<file path="src/rtl/divider_arbiter.sv">
// Round-robin arbiter/sequencer sharing one multi-cycle divider among NUM_REQ clients.
// Optional macro DIV_ZERO_BYPASS_EN answers zero-divisor requests without running the divider.
module divider_arbiter #(
  parameter int NUM_REQ        = 4,
  parameter int WIDTH          = 32,
  parameter int TIMEOUT_CYCLES = 64
) (
  input  logic                       clk,
  input  logic                       rst_n,
  input  logic [NUM_REQ-1:0]         req_valid,
  output logic [NUM_REQ-1:0]         req_ready,
  input  logic [NUM_REQ*WIDTH-1:0]   req_dividend,
  input  logic [NUM_REQ*WIDTH-1:0]   req_divisor,
  output logic [NUM_REQ-1:0]         rsp_valid,
  input  logic [NUM_REQ-1:0]         rsp_ready,
  output logic [WIDTH-1:0]           rsp_quotient,
  output logic [WIDTH-1:0]           rsp_remainder,
  output logic [1:0]                 rsp_error,
  output logic                       busy,
  output logic [$clog2(NUM_REQ)-1:0] grant_id,
  output logic                       div_start,
  output logic [WIDTH-1:0]           div_dividend,
  output logic [WIDTH-1:0]           div_divisor,
  input  logic                       div_done,
  input  logic [WIDTH-1:0]           div_quotient,
  input  logic [WIDTH-1:0]           div_remainder
);

  // state  | meaning
  // IDLE   | arbitrate, accept one operand pair
  // LAUNCH | one-cycle div_start pulse, clear timeout counter
  // WAIT   | wait for div_done or timeout
  // RESP   | present result to granted requester until rsp_ready

  localparam int GW = $clog2(NUM_REQ);
  localparam int CW = $clog2(TIMEOUT_CYCLES) + 1;
  localparam logic [CW-1:0] CNT_LAST = CW'(TIMEOUT_CYCLES - 1);

  typedef enum logic [1:0] {IDLE, LAUNCH, WAIT, RESP} state_t;

  state_t               state, state_nxt;
  logic [GW-1:0]        ptr;
  logic [GW-1:0]        sel;
  logic [GW-1:0]        idx_g;
  logic                 any_valid;
  logic [NUM_REQ-1:0]   sel_onehot;
  logic [NUM_REQ-1:0]   grant_onehot;
  logic [WIDTH-1:0]     sel_a;
  logic [WIDTH-1:0]     sel_b;
  logic                 rsp_ack;
  logic [CW-1:0]        cnt;

  // First valid requester at or after the pointer, wrapping.
  always_comb begin
    sel       = '0;
    any_valid = 1'b0;
    idx_g     = '0;
    for (int i = 0; i < NUM_REQ; i++) begin
      idx_g = GW'((int'(ptr) + i) % NUM_REQ);
      if (!any_valid && req_valid[idx_g]) begin
        any_valid = 1'b1;
        sel       = idx_g;
      end
    end
  end

  always_comb begin
    sel_onehot   = '0;
    grant_onehot = '0;
    sel_a        = '0;
    sel_b        = '0;
    for (int i = 0; i < NUM_REQ; i++) begin
      if (GW'(i) == sel) begin
        sel_onehot[i] = 1'b1;
        sel_a         = req_dividend[i*WIDTH +: WIDTH];
        sel_b         = req_divisor[i*WIDTH +: WIDTH];
      end
      if (GW'(i) == grant_id) grant_onehot[i] = 1'b1;
    end
  end

  assign rsp_ack = |(rsp_ready & grant_onehot);

  always_ff @(posedge clk or negedge rst_n) begin
    if (!rst_n) state <= IDLE;
    else        state <= state_nxt;
  end

  always_comb begin
    state_nxt = state;
    req_ready = '0;
    rsp_valid = '0;
    div_start = 1'b0;
    busy      = (state != IDLE);
    case (state)
      IDLE: begin
        // Gated by rst_n so req_ready reads 0 while reset is held.
        if (any_valid && rst_n) begin
          req_ready = sel_onehot;
`ifdef DIV_ZERO_BYPASS_EN
          state_nxt = (sel_b == '0) ? RESP : LAUNCH;
`else
          state_nxt = LAUNCH;
`endif
        end
      end
      LAUNCH: begin
        div_start = 1'b1;
        state_nxt = WAIT;
      end
      WAIT: begin
        if (div_done || (cnt == CNT_LAST)) state_nxt = RESP;
      end
      RESP: begin
        rsp_valid = grant_onehot;
        if (rsp_ack) state_nxt = IDLE;
      end
      default: state_nxt = IDLE;
    endcase
  end

  always_ff @(posedge clk or negedge rst_n) begin
    if (!rst_n) begin
      ptr           <= '0;
      grant_id      <= '0;
      div_dividend  <= '0;
      div_divisor   <= '0;
      rsp_quotient  <= '0;
      rsp_remainder <= '0;
      rsp_error     <= '0;
      cnt           <= '0;
    end else begin
      case (state)
        IDLE: begin
          if (any_valid) begin
            div_dividend <= sel_a;
            div_divisor  <= sel_b;
            grant_id     <= sel;
            rsp_error    <= 2'b00;
`ifdef DIV_ZERO_BYPASS_EN
            if (sel_b == '0) begin
              rsp_quotient  <= '1;
              rsp_remainder <= sel_a;
              rsp_error     <= 2'b01;
            end
`endif
          end
        end
        LAUNCH: cnt <= '0;
        WAIT: begin
          cnt <= cnt + CW'(1);
          // done wins over a timeout landing in the same cycle
          if (div_done) begin
            rsp_quotient  <= div_quotient;
            rsp_remainder <= div_remainder;
            rsp_error     <= {1'b0, (div_divisor == '0)};
          end else if (cnt == CNT_LAST) begin
            rsp_quotient  <= '0;
            rsp_remainder <= '0;
            rsp_error     <= 2'b10;
          end
        end
        RESP: begin
          if (rsp_ack) ptr <= (grant_id == GW'(NUM_REQ - 1)) ? '0 : grant_id + GW'(1);
        end
        default: ;
      endcase
    end
  end

endmodule
</file>
<file path="config.mk">
export PLATFORM = sky130hd
export DESIGN_NAME = divider_arbiter
export DESIGN_NICKNAME = d
export VERILOG_FILES = /design/src/rtl/divider_arbiter.sv
export SDC_FILE = /design/constraint.sdc
export NUM_CORES = 1
export LEC_CHECK = 0
export BUFFER_PORTS_ARGS = -buffer_cell sky130_fd_sc_hd__clkbuf_2
export CAP_MARGIN = 10
export CORE_AREA = 2 2 184 186
export DETAILED_ROUTE_END_ITERATION = 8
export DIE_AREA = 0 0 186 188
export PLACE_DENSITY_LB_ADDON = 0.08
export SYNTH_ARGS = -nofsm -noshare
export SYNTH_HDL_FRONTEND = slang
export SYNTH_SLANG_ARGS = --single-unit
export TNS_END_PERCENT = 50
</file>
<file path="constraint.sdc">
create_clock -name clk -period 5.7 [get_ports clk]
set_clock_uncertainty 0.05 [all_clocks]
set_input_delay 0.285 -clock clk [delete_from_list [all_inputs] [get_ports clk]]
set_output_delay 0.285 -clock clk [all_outputs]
set_load 0.01 [all_outputs]
</file>
==> results of run 1 <==
[layer usage]
metal / global-route usage / vias to the layer above / share of wire
li1: - / 3326 / -
met4: 0.0436 / 6 / 0.013
met1: 0.186 / 3288 / 0.39
met5: 0 / - / 0.0012
met2: 0.284 / 301 / 0.50
met3: 0.0670 / 26 / 0.097
[sequential cells by signal (all words and copies together) (netlist names)]
register       flops
div_dividend      32
div_divisor       32
rsp_quotient      32
rsp_remainder     32
cnt                7
grant_id           2
ptr                2
rsp_error          2
state              2
[what timing repair did]
item | 4_1_cts | 5_1_grt
gates resized for setup | 0 | 0
endpoints found under the hold margin | 46 | 0
hold buffers | 24 | 0
[power groups by stage]
stage	clock (mW)	combinational, mW	sequential, mW
after floorplan	0	1.46	1.97
after global placement	0	2.53	1.83
after detailed placement	0	2.53	1.81
after CTS	1.19	2.53	1.81
after global routing	1.23	2.75	1.88
final	1.13	2.48	1.81
[cell families after synthesis]
logic type,synth area share
compound gates,0.174
buf+inv,0.0679
xor+xnor,0.00119
simple gates,0.0763
mux,0.180
fa+ha+maj,0.0153
flops,0.486
[metrics by stage]
| stage | instances | cell area (um^2) |
|---|---|---|
| 2_1_floorplan | 626 | 7370 |
| 3_5_place_dp | 1503 | 9940 |
| 5_1_grt | 1561 | 10800 |
| 3_3_place_gp | 1503 | 9940 |
| 6_report | 1561 | 10800 |
| 4_1_cts | 1559 | 10800 |
[layout make-up]
type                            count  area (um^2)  area share
Antenna cell                        2         5.00    0.000465
Clock inverter                     14          144      0.0134
Multi-Input combinational cell    418         3310       0.308
Inverter                           15         56.3     0.00523
Sequential cell                   143         3580       0.332
Clock buffer                       18          439      0.0408
Tap cell                          448          561      0.0520
Timing Repair Buffer              503         2670       0.248
[cells in the final DEF (no fill, tap or decap), types with 5 or more instances in the layout]
cell	netlist	final
clkbuf_2	0	471
dfrtp_1	143	143
mux2i_1	128	128
nand2_1	78	77
o221ai_1	64	64
a22o_1	64	64
dlygate4sd3_1	0	24
clkbuf_16	0	17
inv_1	15	15
ha_1	9	9
nand3_1	8	8
o21ai_0	8	8
nor4_1	8	8
nor2_1	7	7
buf_4	1	6
inv_6	0	5
[cells in the mapped netlist (2+ instances only)]
master and n:
dfrtp_1 143, buf_2 17, buf_12 11, bufbuf_8 3
and2_1 5, a22oi_1 2, mux2i_1 128, a21oi_1 2
inv_1 15, nand3_1 8, nor2b_1 2, nand2_1 78
a22o_1 64, nor3_1 3, o22ai_1 3, nor2_1 7
o221ai_1 64, ha_1 9, o21ai_1 4, nor4_1 8
mux2_1 3, clkbuf_1 17, nand4_1 3, o21ai_0 8
[final timing paths]
kind | depth (start not counted) | end | start
worst max-delay path | 7 | req_ready[2] | state[0]
worst min-delay path | 2 | rsp_quotient[6] | div_quotient[6]
worst max register to register | 6 | div_divisor[12] | ptr[1]
worst min register to register | 2 | div_dividend[22] | div_dividend[22]
max in group asynchronous | 3 | div_dividend[18] | rst_n
min in group asynchronous | 2 | rsp_quotient[10] | rst_n
==> results.yml, run 1 <==
die:
  io_pins: 473
  die_width_um: 186
  die_h_um: 188
  start_util: 0.222
  coreArea_um2: 33100
  dieArea_um2: 35000
  rows: 67
run_status:
  outcome: "complete, no violations"
clock_tree:
  cts_tree: "yes"
  worstSkewPairLatency_ns: 0.43
  cts_made_buffers: 17
  post_cts_buffers: 0
  clk_pin_slew_ns: 0.07
  cts_sinks: 143
  htree_levels: 4
  clock_path_buffers: 2
  cts_root_buffer: "clkbuf_16"
worst_setup_path:
  path_class: "flop to output port"
  crit_fanout: 67
  crit_family: "simple AND/OR/NAND/NOR gates"
  crit_path_max_incr_delay_ns: 0.55
  worstPathRequired_ns: 5.37
  timing.critical_path.buf_inv: 3
  r2r_slack_ns: 2.95
  crit_path_end_kind: "output port"
  arrival_ns: 2.77
  critPathLaunchType: "flop"
  cp_slowest_cell: "nand2b_4"
  cpMostUsedCell: "inv_1"
  path_cells: "inv_1 > ha_1 > inv_1 > nor2_1 > nand2b_4 > nor3_1 > clkbuf_2"
route:
  drc_errors: 0
  routed_via_density: 4.45
  wl_um: 29300
  vias: 6947
  drtIter0Drc: 299
  ant_nets: 0
  wl_per_cell_um: 18.8
  dr.pass1.iters: 5
yosys:
  synth_area_leader_cell: "dfrtp_1"
  synthFlopType: "dfrtp_1"
  synth_area_um2: 7370
  avgSynthCellArea_um2: 11.8
  synth_edf_count: 0
  ys_seq_elements: 143
  synth.net_count: 966
  yosysUniqueCellTypes: 43
  syn-instance-count: 626
  synth_top_cells_by_area: "dfrtp_1 49%, mux2i_1 17%, a22o_1 7.6%, o221ai_1 7.6%, nand2_1 4.0%"
  yosys.area.top_type_share: 0.486
  synthArstFlopShare: 1.00
  synth_seq_area_share: 0.486
  yosys_warnings: 0
worst_hold_path:
  hold_path.class: "input pin to flop"
pwr:
  p_sw_mw: 2.21
  total_leakage_power_nw: 5.63
  powerDensity_nw_per_um2: 504
  irDropWorstVdd_mv: 0.195
  totalPowerFinal_mw: 5.42
  switching_share: 0.407
  p_seq_frac: 0.334
  combPwrFrac: 0.457
  p_int_mw: 3.21
  p_clk_frac: 0.209
sta:
  finalCritPeriodShare: 0.545
  setup_tns_ns: 0
  hold_viol_final: 0
  period_minus_slack_ns: 3.10
  finalMaxSlewViolations: 0
  tightest_slew_ns: 0.929
  slew_headroom: 0.381
  rsz0062_at_grt: "no"
  final-setup-viol-count: 0
  timing.fmax_mhz: 322
  holdWs_ns: 0.0206
  worst_slack_ns: 2.60
global_route:
  grt_start_max_net_pins: 83
  grt_pass1_vias: 7357
  grt_overflow_total: 0
  grt_usage: 0.164
  antenna_found_initial: 7
  grt_pass1_wl_um: 43100
finish:
  drive_gt1_frac: 0.469
  syn2layout_area_growth_pct: 46.2
  n_fill_cell: 3455
  layout.nets: 1438
  utilization: 0.325
placed_design:
  place.port_buffers: 472
  gp_congestion: 0.750
  dp_slack_ns: 2.96
  detailed_place_hpwl_um: 21400
job:
  cap_viol_max_count: 0
No activity file was read; power rests on OpenSTA's default activity.
==> inputs of run 2 (changes only) <==
- ABC_AREA: default -> 1
- CORE_AREA: 2 2 184 186 -> 2 2 182 184
- DIE_AREA: 0 0 186 188 -> 0 0 184 186
- clock period: 5.7 -> 3.2 ns (I/O delays scaled with it)
==> results.yml, run 2 <==
yosys:
  avgSynthCellArea_um2: 7.03
  synth_top_cells_by_area: "dfrtp_1 43%, nand2_1 14%, nand3_1 12%, o21ai_0 8.2%, inv_1 6.6%"
  synth_top_family_by_area: "simple AND/OR/NAND/NOR gates"
  synthMuxAreaShare: 0
  synth.net_count: 1536
  synth_common_cells: "312 x nand2_1, 195 x nand3_1, 149 x inv_1"
  synth_compound_area_frac: 0.0994
  ys_seq_elements: 143
  synthXorXnorAreaFrac: 0
  syn-instance-count: 1196
  synthFlopType: "dfrtp_1"
  yosys.area_share.simple: 0.349
  synth_area_leader_cell: "dfrtp_1"
  synth_seq_area_share: 0.425
  yosys.area.top_type_share: 0.425
  synth.most_common_cell: "nand2_1"
  yosys_warnings: 0
  yosysUniqueCellTypes: 31
  synth_area_um2: 8410
  synth_edf_count: 0
  synth-adder-area-share: 0.0134
  synthArstFlopShare: 1.00
placed_design:
  gp_congestion: 0.834
  place.port_buffers: 472
  detailed_place_hpwl_um: 27300
sta:
  timing.fmax_mhz: 341
  slew_headroom: 0.524
  finalMaxSlewViolations: 0
  tightest_slew_ns: 0.713
  final-setup-viol-count: 0
  setup_tns_ns: 0
  finalCritPeriodShare: 0.916
  rsz0062_at_grt: "yes"
  period_minus_slack_ns: 2.93
  hold_viol_final: 0
finish:
  layout_commonest_cell: "clkbuf_2"
  syn2layout_area_growth_pct: 56.4
  n_fill_cell: 3451
  layout.nets: 2111
  drive_gt1_frac: 0.309
  final_cell_mix: "471 x clkbuf_2, 312 x nand2_1, 195 x nand3_1, 149 x inv_1, 142 x dfrtp_1"
global_route:
  grt_pass1_wl_um: 55300
  grt_usage: 0.212
  grt_start_max_net_pins: 89
  grt_overflow_total: 0
  grt_pass1_vias: 9778
  antenna_found_initial: 5
route:
  dr.pass1.iters: 4
  wl_um: 37600
  vias: 9970
  drc_errors: 0
  routed_via_density: 4.54
  ant_nets: 0
  drtIter0Drc: 493
  wl_per_cell_um: 17.1
worst_setup_path:
  path_cells: "inv_2 > nand2_1 > nand2_1 > nand2_1 > o21ai_1 > nand3_2 > nand3_2 > nand2_8 > buf_4 > nor3_1 > clkbuf_2"
  timing.critical_path.buf_inv: 3
  crit_path_max_incr_delay_ns: 0.50
  worstReg2RegEnd: "div_dividend[11]"
  cp_slowest_cell: "dfrtp_2"
  worstPathRequired_ns: 2.99
  r2r_slack_ns: 0.47
  ff2ff_path_depth: 16
  arrival_ns: 2.72
  crit_path_end_kind: "output port"
  cpMostUsedCell: "nand2_1"
  reg2reg_from: "ptr[0]"
  endpoint: "req_ready[2]"
  startpoint: "ptr[0]"
  critPathLaunchType: "flop"
  path_class: "flop to output port"
  crit_family: "simple AND/OR/NAND/NOR gates"
  cp.depth: 11
  crit_fanout: 23
pwr:
  combPwrFrac: 0.625
  p_sw_mw: 7.46
  p_int_mw: 6.79
  total_leakage_power_nw: 7.17
  irDropWorstVdd_mv: 0.586
  p_clk_frac: 0.141
  switching_share: 0.523
  totalPowerFinal_mw: 14.2
  p_seq_frac: 0.234
  powerDensity_nw_per_um2: 1080
worst_hold_path:
  min_path_cells: 3
  hold_path.class: "input pin to flop"
die:
  dieArea_um2: 34200
  start_util: 0.261
  die_width_um: 184
  rows: 66
  die_h_um: 186
  io_pins: 473
  coreArea_um2: 32200
clock_tree:
  clk_pin_slew_ns: 0.07
  post_cts_buffers: 0
  cts_tree: "yes"
  cts_sinks: 143
  cts_made_buffers: 17
  clock_path_buffers: 2
  htree_levels: 4
  worstSkewPairLatency_ns: 0.43
  cts_root_buffer: "clkbuf_16"
job:
  cap_viol_max_count: 0
run_status:
  outcome: "complete, no violations"
run 2: timing repair:
action	in CTS	in global routing
hold buffers	138	0
endpoints found under the setup margin	0	4
gates resized for setup	0	4
hold endpoints to repair	145	0
run 2: worst reg2reg max path: cells and delay by family, from the launching register on:
kind                   cells  cell delay [ns]
DFF                        1             0.50
buffers and inverters      4             0.88
AOI/OAI and AO/OA          1             0.15
and+or+nand+nor           11             1.04
run 2: power groups by stage:
stage,logic [mW],registers [mW],clock network (mW)
after CTS,8.95,3.35,2.07
after floorplan,5.35,3.60,0
after detailed placement,8.78,3.37,0
after global routing,10.1,3.45,2.15
final,8.91,3.33,2.01
after global placement,8.72,3.35,0
run 2: logic make-up after synthesis:
group | Yosys count
buffers and inverters | 231
adders and majority gates | 9
and+or+nand+nor | 650
AOI/OAI and AO/OA | 163
DFF | 143
run 2: metal layers:
layer	GRT usage	up-vias	routed length [um]
li1	-	4989	-
met1	0.253	4564	15600
met2	0.368	357	18500
met3	0.0538	54	2480
met4	0.0813	6	1000
met5	0	-	37
run 2: worst min-delay path by stage:
stage,to,slack [ns],start
floorplan,cnt[0],-0.19,rst_n
global placement,rsp_quotient[23],0.09,rst_n
detailed placement,rsp_quotient[23],0.09,rst_n
CTS,div_divisor[1],0.0005,req_divisor[33]
global route,rsp_quotient[22],0.003,div_quotient[22]
finish,rsp_quotient[22],0.009,div_quotient[22]
run 2: through the flow:
step | worst slack (ns) | util | hold slack, ns | cell area, um^2 | instances
2_1_floorplan | 1.04 | - | -0.186 | 8410 | 1196
3_3_place_gp | 0.312 | 0.346 | 0.0884 | 11200 | 2021
3_5_place_dp | 0.361 | 0.346 | 0.0924 | 11200 | 2021
4_1_cts | 0.0604 | 0.407 | 0.000497 | 13100 | 2191
5_1_grt | -0.00647 | 0.408 | 0.00309 | 13200 | 2194
6_report | 0.270 | 0.409 | 0.00941 | 13200 | 2195
run 2: layout make-up:
| cell class | instances | area [um^2] | share of cell area |
|---|---|---|---|
| repair buffers | 629 | 3990 | 0.303 |
| well taps | 408 | 510 | 0.0388 |
| flip-flops and latches | 143 | 3580 | 0.272 |
| inverters | 158 | 593 | 0.0451 |
| clock buffers | 17 | 425 | 0.0323 |
| diodes | 3 | 7.51 | 0.000571 |
| multi-input cells | 822 | 3910 | 0.297 |
| clock inverters | 15 | 140 | 0.0107 |
==> inputs of run 3 (changes only) <==
- PLACE_DENSITY_LB_ADDON: 0.08 -> default
==> results.yml, run 3 (synthesis gave the netlist of run 2 again) <==
global_route:
  grt_pass1_vias: 9922
  grt_pass1_wl_um: 55700
  grt_usage: 0.215
  grt_overflow_total: 0
  antenna_found_initial: 5
  grt_start_max_net_pins: 95
sta:
  worst_slack_ns: 0.242
  hold_viol_final: 0
  slew_headroom: 0.512
  holdWs_ns: 0.0255
  rsz0062_at_grt: "no"
  tightest_slew_ns: 0.725
  final-setup-viol-count: 0
  timing.fmax_mhz: 338
  finalMaxSlewViolations: 0
  finalCritPeriodShare: 0.924
  setup_tns_ns: 0
  period_minus_slack_ns: 2.96
route:
  wl_met3_um: 3330
  top_layer: "met5"
  vias: 10400
  ant_nets: 0
  wl_per_cell_um: 17.5
  met2_length_um: 19200
  routed_via_density: 4.72
  dr.pass1.iters: 5
  drc_errors: 0
  wl_um: 38500
  wl_met1_um: 14700
  drtIter0Drc: 553
clock_tree:
  cts_sinks: 143
  clk_pin_slew_ns: 0.07
  cts_made_buffers: 17
  worstSkewPairLatency_ns: 0.42
  clock_path_buffers: 2
  cts_tree: "yes"
  cts_root_buffer: "clkbuf_16"
  htree_levels: 4
worst_setup_path:
  crit_path_end_kind: "flop"
  r2r_slack_ns: 0.24
  path_class: "flop to flop"
  arrival_ns: 3.23
  critPathLaunchType: "flop"
  crit_fanout: 16
  cpMostUsedCell: "nand2_1"
  path_cells: "inv_2 > nand2_1 > nand2_1 > nand2_1 > o21ai_1 > nand3_2 > nand2_4 > nand2_4 > inv_2 > nand2_4 > buf_4 > o21ai_0 > inv_1 > nand2_1 > dlygate4sd3_1 > nand2_1"
  ff2ff_path_depth: 16
  cp_slowest_cell: "dlygate4sd3_1"
  reg2reg_from: "ptr[0]"
  worstPathRequired_ns: 3.47
  worstReg2RegEnd: "div_dividend[4]"
  crit_path_max_incr_delay_ns: 0.54
job:
  cap_viol_max_count: 0
placed_design:
  gp_congestion: 0.879
  dpl_cell_area_um2: 11100
  detailed_place_hpwl_um: 28000
  dp_slack_ns: 0.245
  dp.cells: 2020
  place.port_buffers: 472
worst_hold_path:
  min_to: "rsp_error[1]"
  min_path_cells: 4
  hold_path.class: "input pin to flop"
  min_from: "div_done"
pwr:
  p_clk_frac: 0.140
  powerDensity_nw_per_um2: 1070
  p_sw_mw: 7.46
  total_leakage_power_nw: 7.18
  irDropWorstVdd_mv: 0.920
  p_seq_frac: 0.242
  switching_share: 0.527
  p_int_mw: 6.69
  combPwrFrac: 0.619
  totalPowerFinal_mw: 14.1
finish:
  multi_input_area_um2: 3900
  layout_commonest_cell: "clkbuf_2"
  instances_no_fill: 2203
  final_cell_mix: "471 x clkbuf_2, 312 x nand2_1, 195 x nand3_1, 149 x inv_1, 144 x dlygate4sd3_1"
  fin_area_um2: 13200
  seq_area_um2: 3580
  utilization: 0.409
  syn2layout_area_growth_pct: 56.5
  drive_gt1_frac: 0.308
  n_fill_cell: 3274
  layout.nets: 2119
die:
  die_width_um: 184
  io_pins: 473
  dieArea_um2: 34200
  coreArea_um2: 32200
  rows: 66
  start_util: 0.261
  die_h_um: 186
run_status:
  outcome: "complete, no violations"
==> run 3: cell types whose count changed in the layout (fill, tap and decap cells not counted), sizes merged <==
cell and delta:
buf +3, dlygate4sd3 +6, inv -3, clkinv +2
==> run 3: worst max path at each step <==
| stage | startpoint | to | slack [ns] | depth (start not counted) |
|---|---|---|---|---|
| after global placement | ptr[0] | div_divisor[16] | 0.30 | 14 |
| after floorplan | ptr[0] | req_ready[2] | 1.04 | 12 |
| final | ptr[0] | div_dividend[4] | 0.24 | 16 |
| after CTS | ptr[0] | req_ready[3] | 0.05 | 13 |
| after global routing | ptr[0] | req_ready[0] | 0.01 | 12 |
| after detailed placement | ptr[0] | div_divisor[16] | 0.24 | 14 |
==> run 3: cell type report <==
| cell class | instances | area share |
|---|---|---|
| diodes | 3 | 0.000570 |
| clock buffers | 18 | 0.0334 |
| clock inverters | 14 | 0.00913 |
| inverters | 158 | 0.0452 |
| multi-input cells | 822 | 0.296 |
| flip-flops and latches | 143 | 0.272 |
| well taps | 408 | 0.0388 |
| repair buffers | 637 | 0.305 |
==> run 3: critical path: cells and delay by family (launching register included) <==
| kind | cells | cell delay (ns) |
|---|---|---|
| buffers and inverters | 5 | 1.07 |
| and+or+nand+nor | 9 | 0.96 |
| DFF | 1 | 0.47 |
| AOI/OAI and AO/OA | 2 | 0.30 |
==> run 3: layer usage <==
| layer | global-route usage | vias to the layer above |
|---|---|---|
| li1 | - | 5014 |
| met5 | 0 | - |
| met2 | 0.381 | 534 |
| met3 | 0.0616 | 59 |
| met1 | 0.244 | 4784 |
| met4 | 0.0851 | 2 |
==> run 3: what timing repair did <==
action                                  CTS  global route
setup buffers                             0             4
hold buffers                            144             0
resized for setup                         1             3
pin swaps                                 0             1
endpoints found under the setup margin    1             5
hold endpoints to repair                160             0
==> run 3: power by group through the flow <==
stage,Clock [mW],Combinational (mW),Sequential (mW)
after floorplan,0,5.35,3.60
after global placement,0,8.42,3.42
after detailed placement,0,8.54,3.44
after CTS,2.03,8.71,3.42
after global routing,2.13,9.80,3.52
final,1.97,8.75,3.42
